<file path="src/rtl/g_sweep_pkg.sv">
// g_sweep_pkg: shared definitions for the truth-table sweep controller.
//   state_e      - 2-bit FSM state encoding (IDLE, SETTLE, SAMPLE, DONE)
//   NUM_VECTORS  - number of input vectors swept (8 for a 3-input function)
//   IDX_W        - width of the vector index ({A,B,C})
//   set_bit()    - returns a table with one bit replaced by a sampled value
package g_sweep_pkg;

  localparam int unsigned NUM_VECTORS = 8;
  localparam int unsigned IDX_W       = 3;
  localparam logic [IDX_W-1:0] IDX_LAST = 3'd7;

  typedef enum logic [1:0] {
    ST_IDLE   = 2'd0,
    ST_SETTLE = 2'd1,
    ST_SAMPLE = 2'd2,
    ST_DONE   = 2'd3
  } state_e;

  function automatic logic [NUM_VECTORS-1:0] set_bit(
    input logic [NUM_VECTORS-1:0] tbl,
    input logic [IDX_W-1:0]       idx,
    input logic                   val
  );
    logic [NUM_VECTORS-1:0] res;
    res      = tbl;
    res[idx] = val;
    return res;
  endfunction

endpackage

</file>
<file path="src/rtl/g_sweep_ctrl_if.sv">
// g_sweep_ctrl_if: control/result bus of the sweep controller.
//   start     - single-cycle sweep request (master -> slave)
//   exp_tbl   - expected truth table, captured on an accepted start
//   busy      - sweep in progress
//   done      - one-cycle completion pulse
//   truth_tbl - captured table, bit i = G for {A,B,C}=i
//   pass      - captured table matched the captured expectation
interface g_sweep_ctrl_if;
  import g_sweep_pkg::*;

  logic                   start;
  logic [NUM_VECTORS-1:0] exp_tbl;
  logic                   busy;
  logic                   done;
  logic [NUM_VECTORS-1:0] truth_tbl;
  logic                   pass;

  modport master (
    output start, exp_tbl,
    input  busy, done, truth_tbl, pass
  );

  modport slave (
    input  start, exp_tbl,
    output busy, done, truth_tbl, pass
  );
endinterface

</file>
<file path="src/rtl/g_sweep_ctrl_settle_timer.sv">
// settle_timer: counts the cycles an input vector has been held.
//   clk, reset - clock and synchronous active-high reset
//   clear      - restart the count at zero (wins over enable)
//   enable     - count this cycle
//   expired    - high in the last of SETTLE_CYCLES enabled cycles
module settle_timer #(
  parameter int unsigned SETTLE_CYCLES = 4
) (
  input  logic clk,
  input  logic reset,
  input  logic clear,
  input  logic enable,
  output logic expired
);

  localparam logic [7:0] CNT_LAST = 8'(SETTLE_CYCLES - 1);

  logic [7:0] cnt_q;
  logic [7:0] cnt_d;

  // Next count: clear has priority, otherwise advance while enabled.
  always_comb begin
    cnt_d = cnt_q;
    if (clear) begin
      cnt_d = 8'd0;
    end else if (enable) begin
      cnt_d = cnt_q + 8'd1;
    end else begin
      cnt_d = cnt_q;
    end
  end

  // Count register.
  always_ff @(posedge clk) begin
    if (reset) begin
      cnt_q <= 8'd0;
    end else begin
      cnt_q <= cnt_d;
    end
  end

  // The count starts at 0 on SETTLE entry, so value N-1 marks the N-th cycle.
  assign expired = enable && !clear && (cnt_q == CNT_LAST);

endmodule

</file>
<file path="src/rtl/g_sweep_ctrl.sv">
// g_sweep_ctrl: steps a 3-input function through all eight {A,B,C}
// vectors, waits SETTLE_CYCLES per vector, samples G and compares the
// captured truth table against an expected one.
//   clk, reset  - clock and synchronous active-high reset
//   ctrl        - start/exp_tbl in, busy/done/truth_tbl/pass out
//   g_in        - G output of the external function
//   a_out/b_out/c_out - A (msb), B, C drive of the external function
module g_sweep_ctrl
  import g_sweep_pkg::*;
#(
  parameter int unsigned SETTLE_CYCLES = 4
) (
  input  logic                 clk,
  input  logic                 reset,
  g_sweep_ctrl_if.slave        ctrl,
  input  logic                 g_in,
  output logic                 a_out,
  output logic                 b_out,
  output logic                 c_out
);

  state_e                 state_q, state_d;
  logic [IDX_W-1:0]       idx_q, idx_d;
  logic [NUM_VECTORS-1:0] tbl_q, tbl_d;
  logic [NUM_VECTORS-1:0] exp_q, exp_d;
  logic [NUM_VECTORS-1:0] sampled_s;
  logic                   pass_q, pass_d;
  logic                   done_q, done_d;
  logic                   busy_q, busy_d;
  logic                   tmr_clear_s;
  logic                   tmr_en_s;
  logic                   tmr_expired_s;

  settle_timer #(
    .SETTLE_CYCLES(SETTLE_CYCLES)
  ) u_settle_timer (
    .clk     (clk),
    .reset   (reset),
    .clear   (tmr_clear_s),
    .enable  (tmr_en_s),
    .expired (tmr_expired_s)
  );

  // Next-state and datapath updates of the sweep FSM.
  always_comb begin
    state_d     = state_q;
    idx_d       = idx_q;
    tbl_d       = tbl_q;
    exp_d       = exp_q;
    pass_d      = pass_q;
    tmr_clear_s = 1'b0;
    tmr_en_s    = 1'b0;
    sampled_s   = set_bit(tbl_q, idx_q, g_in);

    case (state_q)
      ST_IDLE: begin
        if (ctrl.start) begin
          exp_d       = ctrl.exp_tbl;
          idx_d       = 3'd0;
          tbl_d       = 8'h00;
          tmr_clear_s = 1'b1;
          state_d     = ST_SETTLE;
        end else begin
          state_d = ST_IDLE;
        end
      end
      ST_SETTLE: begin
        tmr_en_s = 1'b1;
        if (tmr_expired_s) begin
          state_d = ST_SAMPLE;
        end else begin
          state_d = ST_SETTLE;
        end
      end
      ST_SAMPLE: begin
        tbl_d = sampled_s;
        if (idx_q == IDX_LAST) begin
          // Compare against the table including this last sample so that
          // pass is already valid while done is high.
          pass_d  = (sampled_s == exp_q);
          state_d = ST_DONE;
        end else begin
          idx_d       = idx_q + 3'd1;
          tmr_clear_s = 1'b1;
          state_d     = ST_SETTLE;
        end
      end
      ST_DONE: begin
        state_d = ST_IDLE;
      end
      default: begin
        state_d = ST_IDLE;
      end
    endcase

    done_d = (state_d == ST_DONE);
    busy_d = (state_d != ST_IDLE);
  end

  // State and output registers; reset overrides every transition.
  always_ff @(posedge clk) begin
    if (reset) begin
      state_q <= ST_IDLE;
      idx_q   <= 3'd0;
      tbl_q   <= 8'h00;
      exp_q   <= 8'h00;
      pass_q  <= 1'b0;
      done_q  <= 1'b0;
      busy_q  <= 1'b0;
    end else begin
      state_q <= state_d;
      idx_q   <= idx_d;
      tbl_q   <= tbl_d;
      exp_q   <= exp_d;
      pass_q  <= pass_d;
      done_q  <= done_d;
      busy_q  <= busy_d;
    end
  end

  // idx only moves on SETTLE entry, so it directly drives {A,B,C}.
  assign a_out          = idx_q[2];
  assign b_out          = idx_q[1];
  assign c_out          = idx_q[0];
  assign ctrl.busy      = busy_q;
  assign ctrl.done      = done_q;
  assign ctrl.truth_tbl = tbl_q;
  assign ctrl.pass      = pass_q;

endmodule
</file>
<file path="src/flat_wrapper.sv">
// flat-port wrapper written by rule: the top's interface ports become plain ports
module g_sweep_ctrl_flat import g_sweep_pkg::*;
#(
  parameter int unsigned SETTLE_CYCLES = 4
)
  (clk, reset, g_in, a_out, b_out, c_out, ctrl_start, ctrl_exp_tbl, ctrl_busy, ctrl_done, ctrl_truth_tbl, ctrl_pass);
  g_sweep_ctrl_if ctrl_i ();
  input  logic clk;
  input  logic reset;
  input  logic g_in;
  output logic a_out;
  output logic b_out;
  output logic c_out;
  input wire logic [$bits(ctrl_i.start)-1:0] ctrl_start;
  input wire logic [$bits(ctrl_i.exp_tbl)-1:0] ctrl_exp_tbl;
  output wire logic [$bits(ctrl_i.busy)-1:0] ctrl_busy;
  output wire logic [$bits(ctrl_i.done)-1:0] ctrl_done;
  output wire logic [$bits(ctrl_i.truth_tbl)-1:0] ctrl_truth_tbl;
  output wire logic [$bits(ctrl_i.pass)-1:0] ctrl_pass;
  assign ctrl_i.start = ctrl_start;
  assign ctrl_i.exp_tbl = ctrl_exp_tbl;
  assign ctrl_busy = ctrl_i.busy;
  assign ctrl_done = ctrl_i.done;
  assign ctrl_truth_tbl = ctrl_i.truth_tbl;
  assign ctrl_pass = ctrl_i.pass;
  g_sweep_ctrl #(.SETTLE_CYCLES(SETTLE_CYCLES)) u_core (.clk(clk), .reset(reset), .ctrl(ctrl_i), .g_in(g_in), .a_out(a_out), .b_out(b_out), .c_out(c_out));
endmodule
</file>
<file path="config.mk">
export PLATFORM = sky130hd
export DESIGN_NAME = g_sweep_ctrl_flat
export DESIGN_NICKNAME = d
export VERILOG_FILES = /design/src/rtl/g_sweep_pkg.sv /design/src/rtl/g_sweep_ctrl_if.sv /design/src/rtl/g_sweep_ctrl_settle_timer.sv /design/src/rtl/g_sweep_ctrl.sv /design/src/flat_wrapper.sv
export SDC_FILE = /design/constraint.sdc
export NUM_CORES = 1
export LEC_CHECK = 0
export CORE_AREA = 2 2 61 63
export CTS_BUF_LIST = sky130_fd_sc_hd__clkbuf_4 sky130_fd_sc_hd__clkbuf_8
export CTS_CLUSTER_SIZE = 40
export DETAILED_ROUTE_END_ITERATION = 7
export DIE_AREA = 0 0 63 65
export GPL_TIMING_DRIVEN = 0
export PLACE_DENSITY_LB_ADDON = 0.2
export SYNTH_ARGS = -nofsm -noshare
export SYNTH_HDL_FRONTEND = slang
export SYNTH_SLANG_ARGS = --single-unit
</file>
<file path="constraint.sdc">
create_clock -name clk -period 4.5 [get_ports clk]
set_input_delay 0.45 -clock clk [delete_from_list [all_inputs] [get_ports clk]]
set_output_delay 0.45 -clock clk [all_outputs]
set_load 0.01 [all_outputs]
</file>
==> run metrics <==
GP Congestion=approximately 0.9; synth unique cells=47; antenna violations before repair=0; Top Ports=26; Power Density=about 260 mW/mm2; Hold Path Origin=u_core.u_settle_timer.cnt_q[6]; register area share after synthesis=between 30% and 40%; Hold Path Class=flip-flop to flip-flop; clock slew at reported path FFs=roughly 0.10 ns; vias in the first global route=between 1000 and 1500; drt pass-1 iters=4; crit path capture=u_core.ctrl.pass; largest net degree at the start of global routing=11; Post-synth EDFFs=0; worst vdd ir=approximately 0.00017 V; Tcrit/Tclk final=a little over two fifths; Final Max Tran Viols=0; final hold vios=0; total wire length=between 3 and 4 mm; Core Box Area=about 0.0035 mm2; Slowest cell on crit path=dfxtp_1; crit-path max cell delay=approximately 0.52 ns; Sink Count=32; synth warn=0; nets=around 230; Cells after Synth=around 190; Die Y=65 um; Avg Inst Size Synth=~9.0 um2; status=finished, final reports clean; CTS Buffer Depth=2; pre-CTS setup slack=~2.5 ns; Mapped Area=0.00168 mm2; DP HPWL=2.72 mm; R2R depth=6; required time of the critical path=roughly 4.8 ns; Syn Nets=202; Critical R2R Launch=u_core.idx_q[0]; post-CTS resize count=0; clk_skew=slightly below 0.007 ns; PortBufs=24; overall power=approximately 0.54 mW; Leak=approximately 0.74 nW; share of layout cells above drive strength 1=approximately 11%; num rows=22; Die X=~63 um; startpoint class of the critical path=flip-flop; Worst Tran Pin Value=roughly 0.55 ns; dominant cells by area after synthesis=dfxtp_1 (38%), mux2i_1 (6.6%), nor2_1 (6.3%); cell mode on critical path=ha_1; Rel. slew slack=a little over three fifths; Via-to-Cell Ratio=5.61; worst hold margin=between 0.5 and 0.6 ns; largest area contributor in the netlist=dfxtp_1; RSZ-0062 raised after global routing=false; TritonCTS clock tree=built; Area growth syn-to-layout=21.8%; Final min period=between 1.5 and 2 ns; crit path cell chain=ha_1 -> ha_1 -> nor3b_1 -> o211ai_1 -> nand4b_1 -> o31ai_2; Worst EP arrival=2.17 ns; reg2reg end=u_core.ctrl.pass; ys flop type=dfxtp_1; full die area=~0.0041 mm2; First DRT Iteration DRCs=between 100 and 150; CP max FO=9; post-route ant nets=0; Post-synth ARST share=0%; number of setup violations in the final report=0; Initial Utilization=~48%; Hold Buf Count CTS=0; Final WS setup=2.58 ns; clock latency on the worst-skew pair=between 0.3 and 0.4 ns; Critical Path Start=u_core.idx_q[0]; post-CTS setup buffers=0; root buffer cell=clkbuf_4; Total Neg Setup Slack=0 ns; grt total ovfl=0; Fillers=approximately 320; Antenna Cells=0; crit end category=flip-flop; max-cap violations=0; WS Path Type=flip-flop to flip-flop; first-pass GRT wire length=6.42 mm; fmax=approximately 520 MHz; CTS Buf Count=5; DR WL/cell=14.1 um; reg2reg setup slack=2.58 ns; utilization after layout=58.4%; synthesized flop and latch total=32; share of the synthesized area in the top cell type=38.2%; vias after detailed routing=1491; drc violations=0; GRT Util Overall=20.1%; H-tree Lvls=2
state kept, by name (all words and copies together) (netlist names):
register                     cells
u_core.ctrl.done                 1
u_core.ctrl.pass                 1
u_core.ctrl.truth_tbl            8
u_core.idx_q                     3
u_core.state_q                   2
u_core.ctrl.busy                 1
u_core.exp_q                     8
u_core.u_settle_timer.cnt_q      8
cell type report:
class | instances | area [um2] | share of cell area (%)
tap | 48 | 60.1 | 2.94
inverter | 5 | 18.8 | 0.919
clock buffer | 7 | 65.1 | 3.19
sequential | 32 | 641 | 31.4
multi-input combinational | 140 | 957 | 46.9
timing repair buffer | 24 | 240 | 11.8
buffer | 10 | 60.1 | 2.94
report_power, final:
part	leakage, nW	switching (mW)	internal (mW)
registers	0.260	0.00626	0.290
clock network	0.0374	0.0937	0.0885
logic	0.444	0.0297	0.0287
routing by layer:
layer  vias to the layer above  GRT usage, %  routed length [um]
met5                         -             0                   0
met4                         0          8.33                  42
met3                         6          3.99                 241
met2                        46          31.8                1710
met1                       703          26.9                1760
li1                        736             -                   -
critical path: cells and delay by family (launching register included):
family | cells | cell delay (ns)
flops | 1 | 0.52
fa+ha+maj | 2 | 0.48
compound gates | 2 | 0.32
simple gates | 2 | 0.51
through the flow:
step,cells,instance area (um2)
after floorplan,187,1680
after global placement,259,1980
after detailed placement,259,1980
after CTS,266,2040
after global routing,266,2040
final,266,2040
cells by family after synthesis:
logic type      synth area share [%]
buf+inv                         4.70
fa+ha+maj                       2.24
simple gates                    26.3
mux                             6.57
xor+xnor                        5.75
compound gates                  16.2
flops                           38.2
Yosys cell counts, types with 3 or more instances:
library cell / n
ha_1: 3
nor3b_1: 7
o21ai_0: 11
nor3b_2: 3
nor3_1: 4
nand2b_1: 3
clkbuf_1: 3
a22oi_1: 10
xor2_1: 6
buf_2: 3
nor2_1: 28
buf_4: 3
mux2i_1: 11
a21oi_1: 3
dfxtp_1: 32
inv_1: 5
xnor2_1: 5
nand3b_1: 4
nand2_1: 7
placed cells by master (no fill, tap or decap), types with 2 or more instances in the layout:
master / Yosys / routed
a211oi_1: 2 / 2
a21oi_1: 3 / 3
a22oi_1: 10 / 10
and3b_1: 2 / 2
buf_2: 3 / 3
buf_4: 3 / 3
clkbuf_1: 3 / 3
clkbuf_4: 0 / 5
clkbuf_8: 0 / 2
clkdlybuf4s50_1: 0 / 24
dfxtp_1: 32 / 32
ha_1: 3 / 3
inv_1: 5 / 5
mux2i_1: 11 / 11
nand2_1: 7 / 7
nand2b_1: 3 / 3
nand3_1: 2 / 2
nand3b_1: 4 / 4
nand4_1: 2 / 2
nor2_1: 28 / 28
nor3_1: 4 / 4
nor3b_1: 7 / 7
nor3b_2: 3 / 3
o2111ai_1: 2 / 2
o21ai_0: 11 / 11
o21ai_1: 2 / 2
o32ai_1: 2 / 2
or3_1: 2 / 2
xnor2_1: 5 / 5
xor2_1: 6 / 6
worst min-delay path by stage:
stage | slack [ns] | endpoint | cells after the start
after floorplan | 0.47 | u_core.u_settle_timer.cnt_q[6] | 2
after global routing | 0.58 | u_core.ctrl.pass | 2
final | 0.52 | u_core.u_settle_timer.cnt_q[6] | 2
after CTS | 0.52 | u_core.u_settle_timer.cnt_q[6] | 2
after detailed placement | 0.51 | u_core.u_settle_timer.cnt_q[7] | 2
after global placement | 0.48 | u_core.u_settle_timer.cnt_q[6] | 2
(Power assumes the default switching activity.)
